===== src/rtl/instr_fetch.sv =====
// Instruction fetch stage: issues 16-bit instruction-memory requests, presents fetched
// words to decode, and squashes in-flight fetches when execute redirects the PC.
module instr_fetch #(
    parameter logic [15:0] RESET_PC = 16'h0000,
    parameter logic [15:0] PC_INC   = 16'd2
) (
    input  logic        clk,
    input  logic        reset,
    output logic        imem_req,
    output logic [15:0] imem_addr,
    input  logic        imem_ack,
    input  logic [15:0] imem_rdata,
    input  logic        redirect,
    input  logic [15:0] redirect_pc,
    output logic        if_valid,
    input  logic        if_ready,
    output logic [15:0] if_instr,
    output logic [2:0]  if_opcode,
    output logic [15:0] if_pc,
    output logic [15:0] if_pc_plus
);

    typedef enum logic [1:0] {
        IDLE  = 2'd0,
        FETCH = 2'd1,
        HOLD  = 2'd2,
        DROP  = 2'd3
    } state_t;

    state_t      state_q, state_d;
    logic [15:0] pc_q, pc_d;
    logic [15:0] addr_q, addr_d;
    logic [15:0] tgt_q, tgt_d;
    logic        valid_q, valid_d;
    logic [15:0] instr_q, instr_d;
    logic [15:0] ipc_q, ipc_d;
    logic [15:0] plus_q, plus_d;
    logic [15:0] redir_pc;

    // Targets are halfword aligned; bit 0 of an incoming target is discarded.
    assign redir_pc = redirect_pc & 16'hFFFE;

    always_comb begin
        state_d = state_q;
        pc_d    = pc_q;
        addr_d  = addr_q;
        tgt_d   = tgt_q;
        valid_d = valid_q;
        instr_d = instr_q;
        ipc_d   = ipc_q;
        plus_d  = plus_q;

        case (state_q)
            IDLE: begin
                valid_d = 1'b0;
                state_d = FETCH;
                if (redirect) begin
                    pc_d   = redir_pc;
                    addr_d = redir_pc;
                end else begin
                    addr_d = pc_q;
                end
            end

            FETCH: begin
                if (redirect) begin
                    if (imem_ack) begin
                        // Returned word belongs to the old path: drop it and re-issue at once.
                        pc_d   = redir_pc;
                        addr_d = redir_pc;
                    end else begin
                        tgt_d   = redir_pc;
                        state_d = DROP;
                    end
                end else if (imem_ack) begin
                    instr_d = imem_rdata;
                    ipc_d   = pc_q;
                    plus_d  = pc_q + PC_INC;
                    valid_d = 1'b1;
                    pc_d    = pc_q + PC_INC;
                    state_d = HOLD;
                end
            end

            HOLD: begin
                if (redirect) begin
                    pc_d    = redir_pc;
                    addr_d  = redir_pc;
                    valid_d = 1'b0;
                    state_d = FETCH;
                end else if (if_ready) begin
                    addr_d  = pc_q;
                    valid_d = 1'b0;
                    state_d = FETCH;
                end
            end

            DROP: begin
                // The stale request must still complete before the target can be fetched.
                if (redirect) begin
                    tgt_d = redir_pc;
                end else if (imem_ack) begin
                    pc_d    = tgt_q;
                    addr_d  = tgt_q;
                    state_d = FETCH;
                end
            end

            default: begin
                state_d = IDLE;
            end
        endcase
    end

    always_ff @(posedge clk or negedge reset) begin
        if (!reset) begin
            state_q <= IDLE;
            pc_q    <= RESET_PC;
            addr_q  <= 16'h0000;
            tgt_q   <= 16'h0000;
            valid_q <= 1'b0;
            instr_q <= 16'h0000;
            ipc_q   <= 16'h0000;
            plus_q  <= 16'h0000;
        end else begin
            state_q <= state_d;
            pc_q    <= pc_d;
            addr_q  <= addr_d;
            tgt_q   <= tgt_d;
            valid_q <= valid_d;
            instr_q <= instr_d;
            ipc_q   <= ipc_d;
            plus_q  <= plus_d;
        end
    end

    assign imem_req   = (state_q == FETCH) || (state_q == DROP);
    assign imem_addr  = addr_q;
    assign if_valid   = valid_q;
    assign if_instr   = instr_q;
    assign if_opcode  = instr_q[15:13];
    assign if_pc      = ipc_q;
    assign if_pc_plus = plus_q;

endmodule


===== config.mk =====
export PLATFORM = sky130hd
export DESIGN_NAME = instr_fetch
export DESIGN_NICKNAME = d
export VERILOG_FILES = /design/src/rtl/instr_fetch.sv
export SDC_FILE = /design/constraint.sdc
export NUM_CORES = 1
export LEC_CHECK = 0
export CAP_MARGIN = 20
export CORE_MARGIN = 3
export CORE_UTILIZATION = 45
export DETAILED_ROUTE_END_ITERATION = 10
export PLACE_DENSITY = 0.83
export SETUP_SLACK_MARGIN = 0.3
export SYNTH_ARGS = -nofsm -noshare
export SYNTH_HDL_FRONTEND = slang
export SYNTH_SLANG_ARGS = --single-unit

===== constraint.sdc =====
create_clock -name clk -period 1.5 [get_ports clk]
set_input_delay 0.225 -clock clk [delete_from_list [all_inputs] [get_ports clk]]
set_output_delay 0.225 -clock clk [all_outputs]
set_load 0.03 [all_outputs]

# ---- Word level (Yosys, flattened, before mapping)
# Cells that the tools add are included.
dict set report word_totals {
  regBits 99
  input_bits 37
  output_inout_bits 69
  word_cells 62
}
dict set report op_classes {
  addsub 1
  eq_ne 13
  mux 28
  bitwise 1
  n_reduce_logical 11
}
# op n
set op_table {}
lappend op_table {{$mux 16} 12}
lappend op_table {{$pmux 16 s4} 1}
lappend op_table {{$pmux 16 s3} 1}
lappend op_table {{$pmux 16 s2} 1}
lappend op_table {{$add 16x2->16 const B} 1}
lappend op_table {{$mux 2} 7}
lappend op_table {{$ne 2x2->1 const B} 7}
lappend op_table {{$reduce_and 5->1} 2}
lappend op_table {{$ne 3x3->1 const B} 3}
lappend op_table {{$pmux 2 s4} 1}
lappend op_table {{$reduce_and 4->1} 2}
lappend op_table {{$reduce_and 3->1} 2}
lappend op_table {{$eq 2x2->1 const B} 2}
lappend op_table {{$mux 1} 4}
lappend op_table {{$pmux 1 s3} 1}
lappend op_table {{$reduce_bool 3->1} 1}
lappend op_table {{$eq 2x1->1 const B} 1}
lappend op_table {{$logic_not 2->1} 1}
lappend op_table {{$reduce_bool 2->1} 1}
lappend op_table {{$reduce_or 2->1} 1}
lappend op_table {{$logic_or 1x1->1} 1}
lappend op_table {{$not 1->1} 1}

# ---- Depth between registers and ports, before layout
# Gate-level depths: netlist of run 1.
dict set report depth {
  depth_word 4
  depth_mapped 7
  mapped_depth_nobuf 6
}

# ---- Least setup slack after synthesis of run 1
# Ideal clock, no wire load.
dict set report synth_path {
  kind {reg-to-reg}
  from {register state_q[1]}
  to {register addr_q[14] (netlist: imem_addr[14])}
  setup_time_ns 0.125
  arrival_time_ns 1.448
  required_time_ns 1.375
  path_slack_ns -0.073
  stages_incl_launch_ff 6
  synth_period_minus_slack_ns 1.573
  cell_sequence {dfrtp_1 buf_4 nand2b_1 o21ai_0 a21oi_2 mux2_2}
}
dict set report synth_via {
  elab_chain_cells 3
}
# item line_no
set synth_lines {}
lappend synth_lines {{from (decl)} 30} ;# state_t state_q, state_d;
lappend synth_lines {{from (signal assigned)} 126} ;# state_q <= state_d;
lappend synth_lines {{$eq 2x2->1 / $eq 2x1->1 (equally long branches)} 53} ;# case (state_q)
lappend synth_lines {{$ne 3x3->1 (no line) / $ne 2x2->1 (equally long branches)} -}
lappend synth_lines {{$reduce_and 5->1 (no line)} -}
lappend synth_lines {{to (signal assigned)} 128} ;# addr_q <= addr_d;
lappend synth_lines {{to (decl)} 32} ;# logic [15:0] addr_q, addr_d;
# Several ways; a longest one is shown, not always the timed one.
# A chain may end at the register's enable or synchronous reset.

# ---- Worst setup path after layout of run 1
dict set report layout_path {
  from {register state_q[0]}
  to {register addr_q[10] (netlist: imem_addr[10])}
}
# Same word-level chain as after synthesis.

==> results of run 1 <==
==> metal layers <==
metal  GRT usage  vias to the layer above
met2       0.468                      331
met4       0.126                        0
met1       0.329                     2407
met3      0.0576                      114
met5           0                        -
li1            -                     1973
==> cells in the mapped netlist, drive strengths merged <==
library cell  instances
nor4b                 1
a2bb2oi               1
xor2                  4
mux2i                12
dfrtp                97
a21boi                1
buf                  27
o31a                  1
o21a                  1
and2                 10
nand4                 1
nand2                27
nor4                  1
xnor2                10
nand3b                1
nand2b                3
o2111ai               1
a22o                  1
o311ai                1
o2bb2ai               2
nand3                 9
a21bo                 1
a21oi                41
mux2                 52
clkbuf                6
o21ai                28
nor3                  4
a21o                  3
ha                    1
a221oi               11
nor2b                 2
o31ai                 2
inv                   5
a211oi                4
and3                  5
nor2                 48
a31oi                 8
==> flip-flops by register name, summed over array words and instances (netlist names) <==
signal	count
state_q	2
if_valid	1
tgt_q	15
if_pc	16
if_pc_plus	15
pc_q	16
imem_addr	16
if_instr	16
==> area by class of cell <==
type	count	area (sq um)	area share
Inverter	5	18.8	0.00233
Timing Repair Buffer	241	2440	0.303
Clock inverter	6	67.6	0.00840
Clock buffer	10	138	0.0171
Multi-Input combinational cell	298	2780	0.345
Tap cell	133	166	0.0207
Sequential cell	97	2440	0.303
==> path summary, 6_finish.rpt <==
path / cells after the start / slack (ns) / endpoint
max: 5 / -0.28 / imem_addr[10]$_DFFE_PN0P_
min: 2 / 0.29 / if_instr[4]$_DFFE_PN0P_
max reg2reg: 5 / -0.28 / imem_addr[10]$_DFFE_PN0P_
min reg2reg: 1 / 0.52 / if_pc[6]$_DFFE_PN0P_
max in group asynchronous: 3 / 0.64 / pc_q[5]$_DFFE_PN0P_
min in group clk: 3 / 0.42 / state_q[1]$_DFFE_PN0P_
==> power breakdown <==
| group | switching [uW] | total (uW) | internal (uW) | leakage (uW) |
|---|---|---|---|---|
| clock network | 1010 | 1830 | 820 | 0.0000985 |
| logic | 5440 | 10500 | 5050 | 0.00235 |
| registers | 1130 | 4920 | 3790 | 0.00113 |
==> worst max-delay path: stages (launching register included) <==
cell and delay [ns]:
dfrtp_2 0.47, buf_4 0.16, buf_6 0.15, o21ai_0 0.48, a21oi_1 0.24, mux2i_1 0.18
==> cells by family (layout without fill, tap and decap cells) <==
| kind of cell | count (synthesis) | in the layout |
|---|---|---|
| xor+xnor | 14 | 14 |
| fa+ha+maj | 1 | 1 |
| buf+inv | 38 | 262 |
| mux | 64 | 64 |
| compound gates | 107 | 107 |
| simple gates | 112 | 112 |
| flops | 97 | 97 |
==> stage by stage <==
step / cell area [sq um] / std cells / total power, uW / util
finish: 8040 / 790 / 17200 / 0.811
global route: 8040 / 790 / 17900 / 0.811
CTS: 7240 / 752 / 14800 / 0.731
detailed placement: 6470 / 705 / 12500 / 0.653
global placement: 6470 / 705 / 12300 / 0.653
floorplan: 4890 / 433 / 9070 / -
==> timing repair <==
action                     4_1_cts  5_1_grt
hold endpoints to repair        24        0
buffers inserted                24       35
pin swaps                       37       31
hold buffers                     1        0
setup endpoints to repair      166      157
cloned                           6        3
gates resized for setup        480      189
==> summary.txt, run 1 <==
Routing
  – Number of remaining DRC errors: 0
  – Routed vias/inst: 6.11
  – DRT iter0 DRCs: 439
  – Met1 WL: 6800 um
  – Max Used Layer: met4
  – Met3 wire len: 1470 um
  – Drt first pass iters: 5
  – Post-DR wirelength/cell: 23.8 um
  – Via count: 4825
  – Final antenna-violating net count: 0
  – Drt total wl: 18800 um
  – Routed wl met2: 9430 um

Clock tree
  – TritonCTS buffer count: 9
  – CTS Buffer Depth: 2
  – CTS H-Tree Depth: 3
  – Root buffer cell: clkbuf_8
  – CTS tree: built
  – Clock latency on the worst-skew pair: 0.39 ns
  – Clock slew at reported path FFs: 0.12 ns
  – TritonCTS Sinks: 97

Worst setup path
  – Crit path arrival time: 2.08 ns
  – R2r startpoint: state_q[0]$_DFFE_PN0P_
  – Critical Path Fanout Max: 13
  – Worst EP required: 1.80 ns
  – Critical Path Source Type: register
  – CP startpoint: state_q[0]$_DFFE_PN0P_
  – Crit Path Category: reg -> reg
  – Crit. End Element: register

Cells and area
  – Share of cells above drive strength 1: 0.592
  – Most common cell after layout, fill and taps aside: buf_4
  – Fillers: 509
  – Final #Nets: 690
  – Layout area overhead: 72.6%
  – Commonest cells after routing, fill and taps aside: buf_4, dfrtp_1, buf_6, clkdlybuf4s50_1, mux2_2
  – Ant diodes: 0

Yosys
  – XOR/XNOR Fraction of Synth Area: 0.0263
  – Yosys warns: 0
  – Post-Syn Instances: 433
  – Register area share after synthesis: 0.521
  – Synthesized area per cell: 10.8 sq um
  – Multiplexer area fraction after synthesis: 0.151
  – Synth Area in Compound Gates: 0.139
  – Yosys top cell area share: 0.521
  – Synth Area in Adders: 0.00269
  – Largest cells by area after synthesis: dfrtp_1, mux2_2, a21oi_1
  – Cell Area, Synth: 0.00466 sq mm
  – Syn_nets: 471
  – Synth Area in Simple Gates: 0.118
  – Leading area contributor after synthesis: dfrtp_1
  – Main combinational cell family by area after synthesis: multiplexers
  – Flops & latches, synth: 97
  – Yosys cell types: 44

Floorplanning
  – Die X: 108 um
  – Initial Util: 0.470
  – Num ports: 106
  – Overall die height: 108 um
  – Core area: 0.00991 sq mm
  – Row count: 36
  – Total die area: 0.0116 sq mm

Run
  – Max Cap Viol: 0

Global routing
  – Gr ovfl total: 0
  – Vias in the first global route: 4629
  – Total global-route track usage: 0.273
  – Largest net degree at the start of global routing: 31
  – Antenna violations before repair: 0
  – Global-route wire length before repair: 24300 um

STA
  – RSZ-0062 raised after global routing: true
  – WHS: 0.290 ns
  – Final setup viols: 75
  – Layout Skew: 0.0226 ns
  – Final Critical Period: 1.78 ns
  – Final setup margin: -0.278 ns
  – Fmax achieved: 563 MHz
  – Final Max Tran Viols: 0
  – Worst-Margin Slew: 0.580 ns
  – Slew HR: 0.609
  – Setup_tns: -7.36 ns
  – Fin crit share: 1.19
  – Final Hold Fails: 0

Placed design
  – Post-DP HPWL: 9450 um
  – Placer's final routability congestion estimate: 0.868
  – Setup WS pre-CTS: -0.395 ns
  – IO buf count: 104

Run status
  – Status: finished, violations left
  – Failing checks: setup timing

Hold path
  – Hold crit path type: in -> async

Power
  – Pwr dens: 2140 mW/mm^2
  – Worst VDD drop: 1.56 mV
  – Lkg Pwr: 0.00357 uW
(Power assumes the default switching activity.)
==> run 2: changes to the inputs <==
--- a/config.mk
+++ b/config.mk
@@ -6,7 +6,7 @@
 export NUM_CORES = 1
 export LEC_CHECK = 0
 export CAP_MARGIN = 20
-export CORE_MARGIN = 3
+export CORE_ASPECT_RATIO = 1.25
 export CORE_UTILIZATION = 45
 export DETAILED_ROUTE_END_ITERATION = 10
 export PLACE_DENSITY = 0.83
==> run 2 against run 1 <==
  * Sequential share of layout area is 1.3 points higher
  * Sequential power shrank 0.8%
  * Register-to-register slack lost 0.30 ns
  * Largest cell class unchanged
  * Critical path depth up 1
  * Largest power group unchanged
  * Clock power grew 34%
  * Fmax decreased by 14%
  * Setup slack got worse by 0.30 ns
  * Flip-flop and latch count did not move
  * First-iteration DRC count decreased by 6.8%
  * The flow still finishes with violations (setup timing)
  * Core utilization decreased by 4.8 points
  * Clock skew down 0.014 ns
  * Critical endpoint is now pc_q[10]$_DFFE_PN0P_
==> summary.txt, run 2 (synthesized netlist as in run 1, its figures left out) <==
Hold path
  – Hold crit path type: in -> async

Power
  – Clock Power Share: 0.146 (+0.040)
  – Switch Pwr: 7550 uW (-0.28%)
  – Internal: 9210 uW (-4.7%)
  – Worst VDD drop: 0.975 mV (-37%)
  – Sw Ratio: 0.451 (+0.0111)
  – Lkg Pwr: 0.00343 uW (-4.0%)
  – Pwr Total: 16800 uW (-2.7%)
  – Logic pwr share: 0.563 (-0.046)
  – Sequential power share: 0.291 (+0.006)
  – Pwr dens: 2170 mW/mm^2 (+1.4%)

STA
  – RSZ-0062 raised after global routing: true
  – Final Max Tran Viols: 0 (unchanged)
  – Final Hold Fails: 0 (unchanged)
  – Worst-Margin Slew: 0.642 ns (+0.0619 ns)
  – Final setup viols: 81 (+8.0%)
  – Setup_tns: -8.84 ns (-1.48 ns)
  – Fmax achieved: 482 MHz (-14%)
  – Fin crit share: 1.38 (+0.199)
  – Layout Skew: 0.00873 ns (-0.0139 ns)
  – Final Critical Period: 2.08 ns (+0.299 ns)
  – WHS: 0.311 ns (+0.0206 ns)
  – Final setup margin: -0.576 ns (-0.299 ns)
  – Slew HR: 0.569 (-0.0401)

Global routing
  – Total global-route track usage: 0.326 (+0.0532)
  – Largest net degree at the start of global routing: 43 (+39%)
  – Vias in the first global route: 4645 (+0.35%)
  – Gr ovfl total: 0 (unchanged)
  – Antenna violations before repair: 0 (unchanged)
  – Global-route wire length before repair: 26100 um (+7.3%)

Run status
  – Status: finished, violations left
  – Failing checks: setup timing

Worst setup path
  – Critical Path Fanout Max: 5 (-8)
  – Critical path's top delay family: compound AO/OA/AOI/OAI gates
  – Critical-path cell list: nand4_4, nor2_4, buf_4, a31oi_1, o21ai_1, o21ai_4
  – Critical Path Source Type: register
  – CP bufs+invs: 1 (-1)
  – Worst EP required: 1.70 ns (-0.10 ns)
  – Slowest CP cell: o21ai_1
  – CP peak stage delay: 0.56 ns (+0.08 ns)
  – Crit. End Element: register
  – Crit Path Category: reg -> reg
  – Crit path arrival time: 2.28 ns (+0.20 ns)

Placed design
  – IO buf count: 104 (unchanged)
  – Placed Instance Area: 0.00651 sq mm (+0.66%)
  – Post-DP HPWL: 9440 um (-0.13%)
  – Setup WS pre-CTS: -0.384 ns (+0.0115 ns)
  – Placer's final routability congestion estimate: 0.912 (+5.0%)

Routing
  – DRT iter0 DRCs: 409 (-6.8%)
  – Drt first pass iters: 5 (unchanged)
  – Via count: 4807 (-0.37%)
  – Final antenna-violating net count: 0 (unchanged)
  – Number of remaining DRC errors: 0 (unchanged)
  – Post-DR wirelength/cell: 26.2 um (+10%)
  – Routed vias/inst: 6.32 (+3.4%)
  – Drt total wl: 19900 um (+6.0%)

Clock tree
  – Clock latency on the worst-skew pair: 0.36 ns (-0.03 ns)
  – Root buffer cell: clkbuf_16
  – TritonCTS buffer count: 9 (unchanged)
  – CTS Buffer Depth: 2 (unchanged)
  – TritonCTS Sinks: 97 (unchanged)
  – CTS H-Tree Depth: 3 (unchanged)
  – Clock slew at reported path FFs: 0.07 ns (-0.05 ns)
  – CTS tree: built

Cells and area
  – Share of cells above drive strength 1: 0.574 (-0.0177)
  – Most common cell after layout, fill and taps aside: dfrtp_1
  – Sequential Area: 0.00244 sq mm (unchanged)
  – Final #Nets: 665 (-3.6%)
  – Commonest cells after routing, fill and taps aside: dfrtp_1, buf_2, buf_4, clkdlybuf4s50_1
  – Layout area overhead: 65.5%
  – Fin area: 0.00771 sq mm (-4.1%)
  – Ant diodes: 0 (unchanged)
  – Multi-input gate area: 0.00283 sq mm (+1.8%)
  – Fillers: 538 (+5.7%)

Floorplanning
  – Initial Util: 0.461 (-0.00914)
  – Total die area: 0.0108 sq mm (-7.3%)
  – Core area: 0.0101 sq mm (+2.0%)
  – Row count: 41 (+14%)
  – Die X: 93.0 um (-14%)
  – Num ports: 106 (unchanged)
  – Overall die height: 116 um (+7.4%)

Run
  – Max Cap Viol: 0 (unchanged)
## run 2: changes by cell type in the layout (fill, tap and decap cells not counted), moves of 4 or more
cell	change
nor2_2	+4
clkbuf_4	-5
buf_6	-39
nor2_4	-6
clkbuf_8	-7
buf_4	-39
clkbuf_16	+9
buf_2	+58
## run 2: final timing paths
path | from | to | slack (ns) | depth (start not counted)
worst min register to register | if_instr[9]$_DFFE_PN0P_ | if_instr[9]$_DFFE_PN0P_ | 0.50 | 1
worst max-delay path | pc_q[6]$_DFFE_PN0P_ | pc_q[10]$_DFFE_PN0P_ | -0.58 | 6
max in group asynchronous | reset | pc_q[10]$_DFFE_PN0P_ | 0.65 | 3
worst min-delay path | reset | if_pc[12]$_DFFE_PN0P_ | 0.31 | 2
worst max register to register | pc_q[6]$_DFFE_PN0P_ | pc_q[10]$_DFFE_PN0P_ | -0.58 | 6
min in group clk | imem_rdata[7] | if_instr[7]$_DFFE_PN0P_ | 0.49 | 2
## run 2: per-stage QoR
step,instances,util
final,761,0.763
after global routing,761,0.763
after CTS,748,0.712
after detailed placement,704,0.644
after global placement,704,0.644
after floorplan,433,-
## run 2: per-layer routing
layer / share of wire / global-route usage / vias to the layer above / wire length, um
li1: - / - / 1918 / -
met1: 0.36 / 0.387 / 2372 / 7070
met2: 0.48 / 0.534 / 364 / 9530
met3: 0.081 / 0.0604 / 153 / 1620
met4: 0.084 / 0.235 / 0 / 1680
met5: 0 / 0 / - / 0
## run 2: area by class of cell
class	count	area share
Sequential cell	97	0.316
Clock buffer	14	0.0355
Tap cell	129	0.0209
Clock inverter	2	0.00454
Timing Repair Buffer	216	0.254
Multi-Input combinational cell	298	0.367
Inverter	5	0.00243
## run 2: worst reg2reg max path: stages (launching register included)
cell,delay [ns]
dfrtp_2,0.43
nand4_4,0.24
nor2_4,0.21
buf_4,0.16
a31oi_1,0.17
o21ai_1,0.56
o21ai_4,0.16
## run 2: what timing repair did
| item | in CTS | in global routing |
|---|---|---|
| hold buffers | 1 | 0 |
| gates cloned | 5 | 2 |
| pin swaps | 37 | 28 |
| endpoints found under the setup margin | 166 | 98 |
| resized for setup | 444 | 84 |
| buffers inserted | 22 | 11 |
| endpoints found under the hold margin | 17 | 0 |
## run 2: power by group through the flow
stage	Combinational (uW)	Clock (uW)	Sequential [uW]
after floorplan	2850	0	6230
after global placement	7590	0	4590
after detailed placement	7770	0	4660
after CTS	7960	2420	4650
after global routing	9780	2560	4960
final	9440	2450	4880
